[config.mk]
export PLATFORM = sky130hd
export DESIGN_NAME = tdc_phase_decoder
export DESIGN_NICKNAME = d
export VERILOG_FILES = /design/src/rtl/tdc_phase_decoder.sv
export SDC_FILE = /design/constraint.sdc
export NUM_CORES = 1
export LEC_CHECK = 0
export ABC_AREA = 0
export CORE_MARGIN = 4
export CORE_UTILIZATION = 50
export CTS_CLUSTER_DIAMETER = 80
export DETAILED_ROUTE_END_ITERATION = 8
export DONT_BUFFER_PORTS = 1
export SYNTH_ARGS = -nofsm -noshare
export SYNTH_HDL_FRONTEND = slang
export SYNTH_SLANG_ARGS = --single-unit
[constraint.sdc]
create_clock -name clk -period 8.95 [get_ports clk]
set_input_delay 1.3425 -clock clk [delete_from_list [all_inputs] [get_ports clk]]
set_output_delay 1.3425 -clock clk [all_outputs]
set_load 0.01 [all_outputs]
[src/rtl/tdc_phase_decoder.sv]
// Ring-oscillator TDC back end: thermometer phase decode with bubble flag, coarse/fine merge,
// wrap-safe per-cycle increment and a block averager feeding the loop filter.
module tdc_phase_decoder #(
    parameter int N_PHASES = 16,
    parameter int CNT_W    = 7,
    parameter int AVG_LOG2 = 3
) (
    input  logic                                    clk,
    input  logic                                    rst_n,
    input  logic                                    en,
    input  logic [N_PHASES-1:0]                     phase,
    input  logic [CNT_W-1:0]                        ripple_count,
    output logic [CNT_W+$clog2(2*N_PHASES)-1:0]     tdc_word,
    output logic                                    tdc_valid,
    output logic                                    bubble_err,
    output logic [CNT_W+$clog2(2*N_PHASES)-1:0]     delta,
    output logic                                    delta_valid,
    output logic [CNT_W+$clog2(2*N_PHASES)-1:0]     avg_delta,
    output logic                                    avg_valid
);

    localparam int FW = $clog2(2 * N_PHASES);
    localparam int TW = CNT_W + FW;
    localparam int AW = TW + AVG_LOG2;
    localparam int CW = (AVG_LOG2 > 0) ? AVG_LOG2 : 1;
    localparam logic [CW-1:0] WIN_LAST = CW'((32'd1 << AVG_LOG2) - 32'd1);
    localparam logic [N_PHASES-2:0] T_ONE = (N_PHASES-1)'(1'b1);

    function automatic logic [FW-1:0] popcount(input logic [N_PHASES-1:0] w);
        logic [FW-1:0] c;
        c = '0;
        for (int i = 0; i < N_PHASES; i++) begin
            c = c + FW'(w[i]);
        end
        return c;
    endfunction

    // Ones filling from bit 0 count up to N; zeros then fill from bit 0 to reach 2N-1.
    function automatic logic [FW-1:0] fine_decode(input logic [N_PHASES-1:0] w);
        logic [FW-1:0] f;
        if (w[0] || (w == '0)) begin
            f = popcount(w);
        end else begin
            f = FW'(N_PHASES) + popcount(~w);
        end
        return f;
    endfunction

    // A clean thermometer has at most one adjacent-bit transition; clearing the lowest
    // set bit of the transition vector leaves something only if there were two or more.
    function automatic logic is_bubble(input logic [N_PHASES-1:0] w);
        logic [N_PHASES-2:0] t;
        t = w[N_PHASES-2:0] ^ w[N_PHASES-1:1];
        return ((t & (t - T_ONE)) != '0);
    endfunction

    logic [N_PHASES-1:0] phase_q,     phase_d;
    logic [CNT_W-1:0]    count_q,     count_d;
    logic                s1_valid_q,  s1_valid_d;
    logic [TW-1:0]       word_q,      word_d;
    logic                tdc_valid_q, tdc_valid_d;
    logic                bubble_q,    bubble_d;
    logic [TW-1:0]       prev_q,      prev_d;
    logic                have_prev_q, have_prev_d;
    logic [TW-1:0]       delta_q,     delta_d;
    logic                dvalid_q,    dvalid_d;
    logic                dlive_q,     dlive_d;
    logic [AW-1:0]       acc_q,       acc_d;
    logic [CW-1:0]       cnt_q,       cnt_d;
    logic [TW-1:0]       avg_q,       avg_d;
    logic                avalid_q,    avalid_d;

    logic [FW-1:0]       fine_s;
    logic                bubble_s;
    logic [AW-1:0]       sum_s;

    assign fine_s   = fine_decode(phase_q);
    assign bubble_s = is_bubble(phase_q);
    assign sum_s    = acc_q + AW'(delta_q);

    // Sample, decode/merge and difference stages.
    always_comb begin
        phase_d     = phase_q;
        count_d     = count_q;
        s1_valid_d  = 1'b0;
        word_d      = word_q;
        bubble_d    = bubble_q;
        tdc_valid_d = s1_valid_q;
        delta_d     = delta_q;
        prev_d      = prev_q;
        if (en) begin
            phase_d    = phase;
            count_d    = ripple_count;
            s1_valid_d = 1'b1;
        end else begin
            s1_valid_d = 1'b0;
        end
        if (s1_valid_q) begin
            word_d   = {count_q, fine_s};
            bubble_d = bubble_s;
        end else begin
            word_d   = word_q;
            bubble_d = bubble_q;
        end
        dvalid_d = tdc_valid_q & have_prev_q;
        // Deltas formed while en is low still drain out but are kept out of the next window.
        dlive_d  = tdc_valid_q & have_prev_q & en;
        if (dvalid_d) begin
            delta_d = word_q - prev_q;
        end else begin
            delta_d = delta_q;
        end
        if (tdc_valid_q) begin
            prev_d = word_q;
        end else begin
            prev_d = prev_q;
        end
        // Any gap in tdc_valid means the sample chain was broken by a flush.
        have_prev_d = en & tdc_valid_q;
    end

    // Block averager: accumulate live deltas, emit and restart on the last one of a window.
    always_comb begin
        acc_d    = acc_q;
        cnt_d    = cnt_q;
        avg_d    = avg_q;
        avalid_d = 1'b0;
        if (dlive_q) begin
            if (cnt_q == WIN_LAST) begin
                avg_d    = sum_s[AW-1 -: TW];
                avalid_d = 1'b1;
                acc_d    = '0;
                cnt_d    = '0;
            end else begin
                acc_d = sum_s;
                cnt_d = cnt_q + CW'(1'b1);
            end
        end else begin
            acc_d = acc_q;
        end
        if (!en) begin
            acc_d = '0;
            cnt_d = '0;
        end else begin
            cnt_d = cnt_d;
        end
    end

    // State registers.
    always_ff @(posedge clk or negedge rst_n) begin
        if (!rst_n) begin
            phase_q     <= '0;
            count_q     <= '0;
            s1_valid_q  <= 1'b0;
            word_q      <= '0;
            tdc_valid_q <= 1'b0;
            bubble_q    <= 1'b0;
            prev_q      <= '0;
            have_prev_q <= 1'b0;
            delta_q     <= '0;
            dvalid_q    <= 1'b0;
            dlive_q     <= 1'b0;
            acc_q       <= '0;
            cnt_q       <= '0;
            avg_q       <= '0;
            avalid_q    <= 1'b0;
        end else begin
            phase_q     <= phase_d;
            count_q     <= count_d;
            s1_valid_q  <= s1_valid_d;
            word_q      <= word_d;
            tdc_valid_q <= tdc_valid_d;
            bubble_q    <= bubble_d;
            prev_q      <= prev_d;
            have_prev_q <= have_prev_d;
            delta_q     <= delta_d;
            dvalid_q    <= dvalid_d;
            dlive_q     <= dlive_d;
            acc_q       <= acc_d;
            cnt_q       <= cnt_d;
            avg_q       <= avg_d;
            avalid_q    <= avalid_d;
        end
    end

    assign tdc_word    = word_q;
    assign tdc_valid   = tdc_valid_q;
    assign bubble_err  = bubble_q;
    assign delta       = delta_q;
    assign delta_valid = dvalid_q;
    assign avg_delta   = avg_q;
    assign avg_valid   = avalid_q;

endmodule

==> summary.md <==
| Metric | Value |
|---|---|
| Met2 GRT Util | 0.3234 |
| Number of nets in the layout | 649 |
| Clk_lat worst skew | 350 ps |
| Post-route design area | 6241 µm² |
| Buffers plus inverters on the worst setup path | 2 |
| Syn_nets | 656 |
| Dominant cell type by count on the critical path | fa_1 |
| Final WL | 11,610 µm |
| Number of library cell types mapped by synthesis | 56 |
| Site row count | 39 |
| Via count of the routed design | 3,940 |
| Hpwl dp | 8858 µm |
| Depth of the critical timing path with buffers and inverters included | 13 |
| Depth of the worst register-to-register path | 13 |
| Worst clock skew on the final layout | 4.843 ps |
| Number of warnings reported in the yosys synthesis log | 0 |
| Main flop type after synthesis | dfrtp_1 |
| Number of maximum-capacitance violations | 0 |
| Leading post-synthesis cells by cell area | dfrtp_1 (41%), ha_1 (9.2%), fa_1 (7.6%) |
| Worst Path Required | 9150 ps |
| Final hold violation count | 0 |
| R2r endpoint | tdc_word[3] |
| Worst Setup SP | phase_q[0] |
| Fraction of final layout cells with drive strength greater than 1 | 0.08703 |
| Unrepaired setup endpoints after global routing | false |
| Sequential share of the synthesized area | 0.4123 |
| Number of synthesized register bits | 96 |
| Worst Tran Pin Value | 847.7 ps |
| Share of Yosys cell area claimed by the top area cell type | 0.4123 |
| Maximum vdd ir drop | 0.1433 mV |
| Critical-path top delay cell | fa_1 |
| Number of pins exceeding their max-slew limit in the final report | 0 |
| Total grt overflow | 0 |
| Grt peak-use layer | met2 |
| Chip Width | 116.0 µm |
| Most area-hungry cell type in the Yosys netlist | dfrtp_1 |
| Iteration count of the initial detailed-routing pass | 4 |
| Initial DRC count | 171 |
| Critical path type | reg2reg |
| Number of setup violations in the final report | 0 |
| Ports | 66 |
| Gate Count Post-Synth | 565 |
| Hold Crit Class | reg2reg |
| EDFF count, synth | 0 |
| TritonCTS clock tree | yes |
| Critical Path AT | 3980 ps |
| Run status | complete, no violations |
| Reg-to-Reg Start | phase_q[0] |
| Maximum number of pins on one net before global-route repair | 97 |
| Leading cell type in the layout, fill and taps excluded | dfrtp_1 |
| Final estimated routing congestion in global placement | 0.8743 |
| Number of buffers created by CTS | 9 |
| GR Util met1 | 0.2406 |
| Power density cells | 264.4 nW/µm² |
| Global-route wire length before repair | 19,890 µm |
| Post-Syn Area per Cell | 10.31 µm² |
| Final critical delay including setup and external delays | 3784 ps |
| Clock transition at path regs | 60 ps |
| Fraction of registers with async set or reset after synthesis | 1.000 |
| Maximum clock path buffer count | 2 |
| Setup crit end | tdc_word[3] |
| Area grow syn2layout | 7.108% |
| Largest incremental delay on the critical path | 570 ps |
| Sequence of cells on the critical path | inv_1 -> fa_1 -> fa_1 -> fa_1 -> fa_1 -> inv_1 -> ha_1 -> a21o_1 -> a21oi_1 -> xor2_1 -> nand2_1 -> o21ai_0 -> a21oi_1 |
| Post-place instance area | 5941 µm² |
| Highest-count cells in the layout ignoring fill and taps | dfrtp_1 (96), nand2_1 (62), inv_1 (59) |
| Vias in the first global route | 4,022 |
| Cts-stage hold buffer count | 0 |
| Post-DR wirelength/cell | 16.44 µm |
| Post-Route Setup TNS | 0 ps |
| Relative slew slack | 0.4327 |
| CP delay by family, top | adder cells |
| Worst setup EP type | flip-flop |
| DRC | 0 |
| Highest Clock Rate | 0.2642 GHz |
| Largest fanout of any net on the critical path | 4 |
| Portion of the clock cycle consumed by the worst path in the final layout | 0.4228 |
| Post-CTS setup buffers | 0 |
| Register-to-register setup slack | 5170 ps |
| # port buffers | 0 |
| Post-CTS Resized | 0 |
| Area of the core | 11,420 µm² |
| Total power | 1.650 mW |
| Number of inserted diodes | 0 |
| Initial antenna violation count | 0 |
| Post-DR vias/cell | 5.581 |
| Area of the mapped netlist | 5827 µm² |
| M3 GR Usage | 0.02872 |
| DRT antenna net count | 0 |
| CTS root buf | clkbuf_16 |
| Overall routing resource usage | 0.1881 |
| DIE AREA | 13,440 µm² |
| Static Leak | 2.938 nW |
| Initial core utilization | 0.5103 |
| Sinks on the clock net | 96 |
| Floorplan die height | 116.0 µm |
| Kind of start point of the critical path | flip-flop |
| Total number of H-tree levels | 3 |
==> tightest hold or removal path: stages (launching register included) <==
cell and delay (ps):
dfrtp_1 340, nand2_1 40, o21ai_0 60
==> flip-flops by register name, summed over array words and instances (netlist names) <==
signal	count
phase_q	16
acc_q	15
avg_delta	12
delta	12
prev_q	12
tdc_word	12
count_q	7
cnt_q	3
avg_valid	1
bubble_err	1
delta_valid	1
dlive_q	1
have_prev_q	1
s1_valid_q	1
tdc_valid	1
==> layout make-up <==
type                            instances  area [µm²]
Fill cell                            1016        5177
Multi-Input combinational cell        391        3131
Sequential cell                        96        2402
Clock buffer                           13       260.3
Inverter                               59       221.5
Tap cell                              143       178.9
Clock inverter                          3       40.04
Timing Repair Buffer                    1       7.507
==> synth_stat cells, types with 3 or more instances <==
| library cell | count |
|---|---|
| a21o_1 | 9 |
| a21oi_1 | 17 |
| a221oi_1 | 3 |
| a22o_1 | 8 |
| a31oi_1 | 4 |
| a41oi_2 | 3 |
| and2_1 | 5 |
| and3_1 | 6 |
| buf_1 | 4 |
| clkbuf_1 | 14 |
| dfrtp_1 | 96 |
| fa_1 | 22 |
| ha_1 | 43 |
| inv_1 | 59 |
| mux2_2 | 22 |
| mux2i_1 | 6 |
| nand2_1 | 62 |
| nand3_1 | 6 |
| nand3b_1 | 4 |
| nand4_1 | 3 |
| nor2_1 | 11 |
| nor2b_1 | 10 |
| nor3_1 | 11 |
| nor3b_1 | 4 |
| o211ai_1 | 3 |
| o21a_1 | 12 |
| o21ai_0 | 50 |
| o21ai_1 | 6 |
| o31ai_1 | 4 |
| or3_1 | 3 |
| xnor2_1 | 13 |
| xor2_1 | 10 |
==> stage by stage <==
step / std cells / hold WS (ps) / util / worst slack [ps]
2_1_floorplan: 565 / 351.9 / - / 5393
3_3_place_gp: 690 / 470.1 / 0.5203 / 5212
3_5_place_dp: 690 / 480.2 / 0.5203 / 5139
4_1_cts: 706 / 494.6 / 0.5466 / 5135
5_1_grt: 706 / 520.2 / 0.5466 / 4924
6_report: 706 / 487.3 / 0.5466 / 5166
==> where the power goes <==
part           switching, mW  internal, mW
registers             0.0961         0.501
clock network          0.159         0.231
logic                  0.362         0.301
==> how the worst min path moves through the flow <==
stage               start        end  slack [ps]  cells after the start
6_report         acc_q[8]   acc_q[8]         490                      2
5_1_grt          cnt_q[0]   cnt_q[0]         520                      1
4_1_cts          acc_q[8]   acc_q[8]         490                      2
3_5_place_dp     acc_q[8]   acc_q[8]         480                      2
3_3_place_gp     acc_q[8]   acc_q[8]         470                      2
2_1_floorplan  s1_valid_q  tdc_valid         350                      0
==> per-layer routing <==
metal / vias up / wire [µm]
met1: 1913 / 5231
met4: 0 / 186
li1: 1955 / -
met2: 59 / 5813
met3: 13 / 379
met5: - / 0
==> logic make-up (layout without fill, tap and decap cells) <==
kind of cell / Yosys count / after routing / synth area share
AOI/OAI and AO/OA: 141 / 141 / 0.1686
xor gates and xnor gates: 23 / 23 / 0.03457
and+or+nand+nor: 132 / 132 / 0.1099
buffers and inverters: 78 / 76 / 0.05046
DFF: 96 / 96 / 0.4123
adders and majority gates: 67 / 67 / 0.1714
muxes: 28 / 28 / 0.05282
Power figures use the tool's default switching activity.
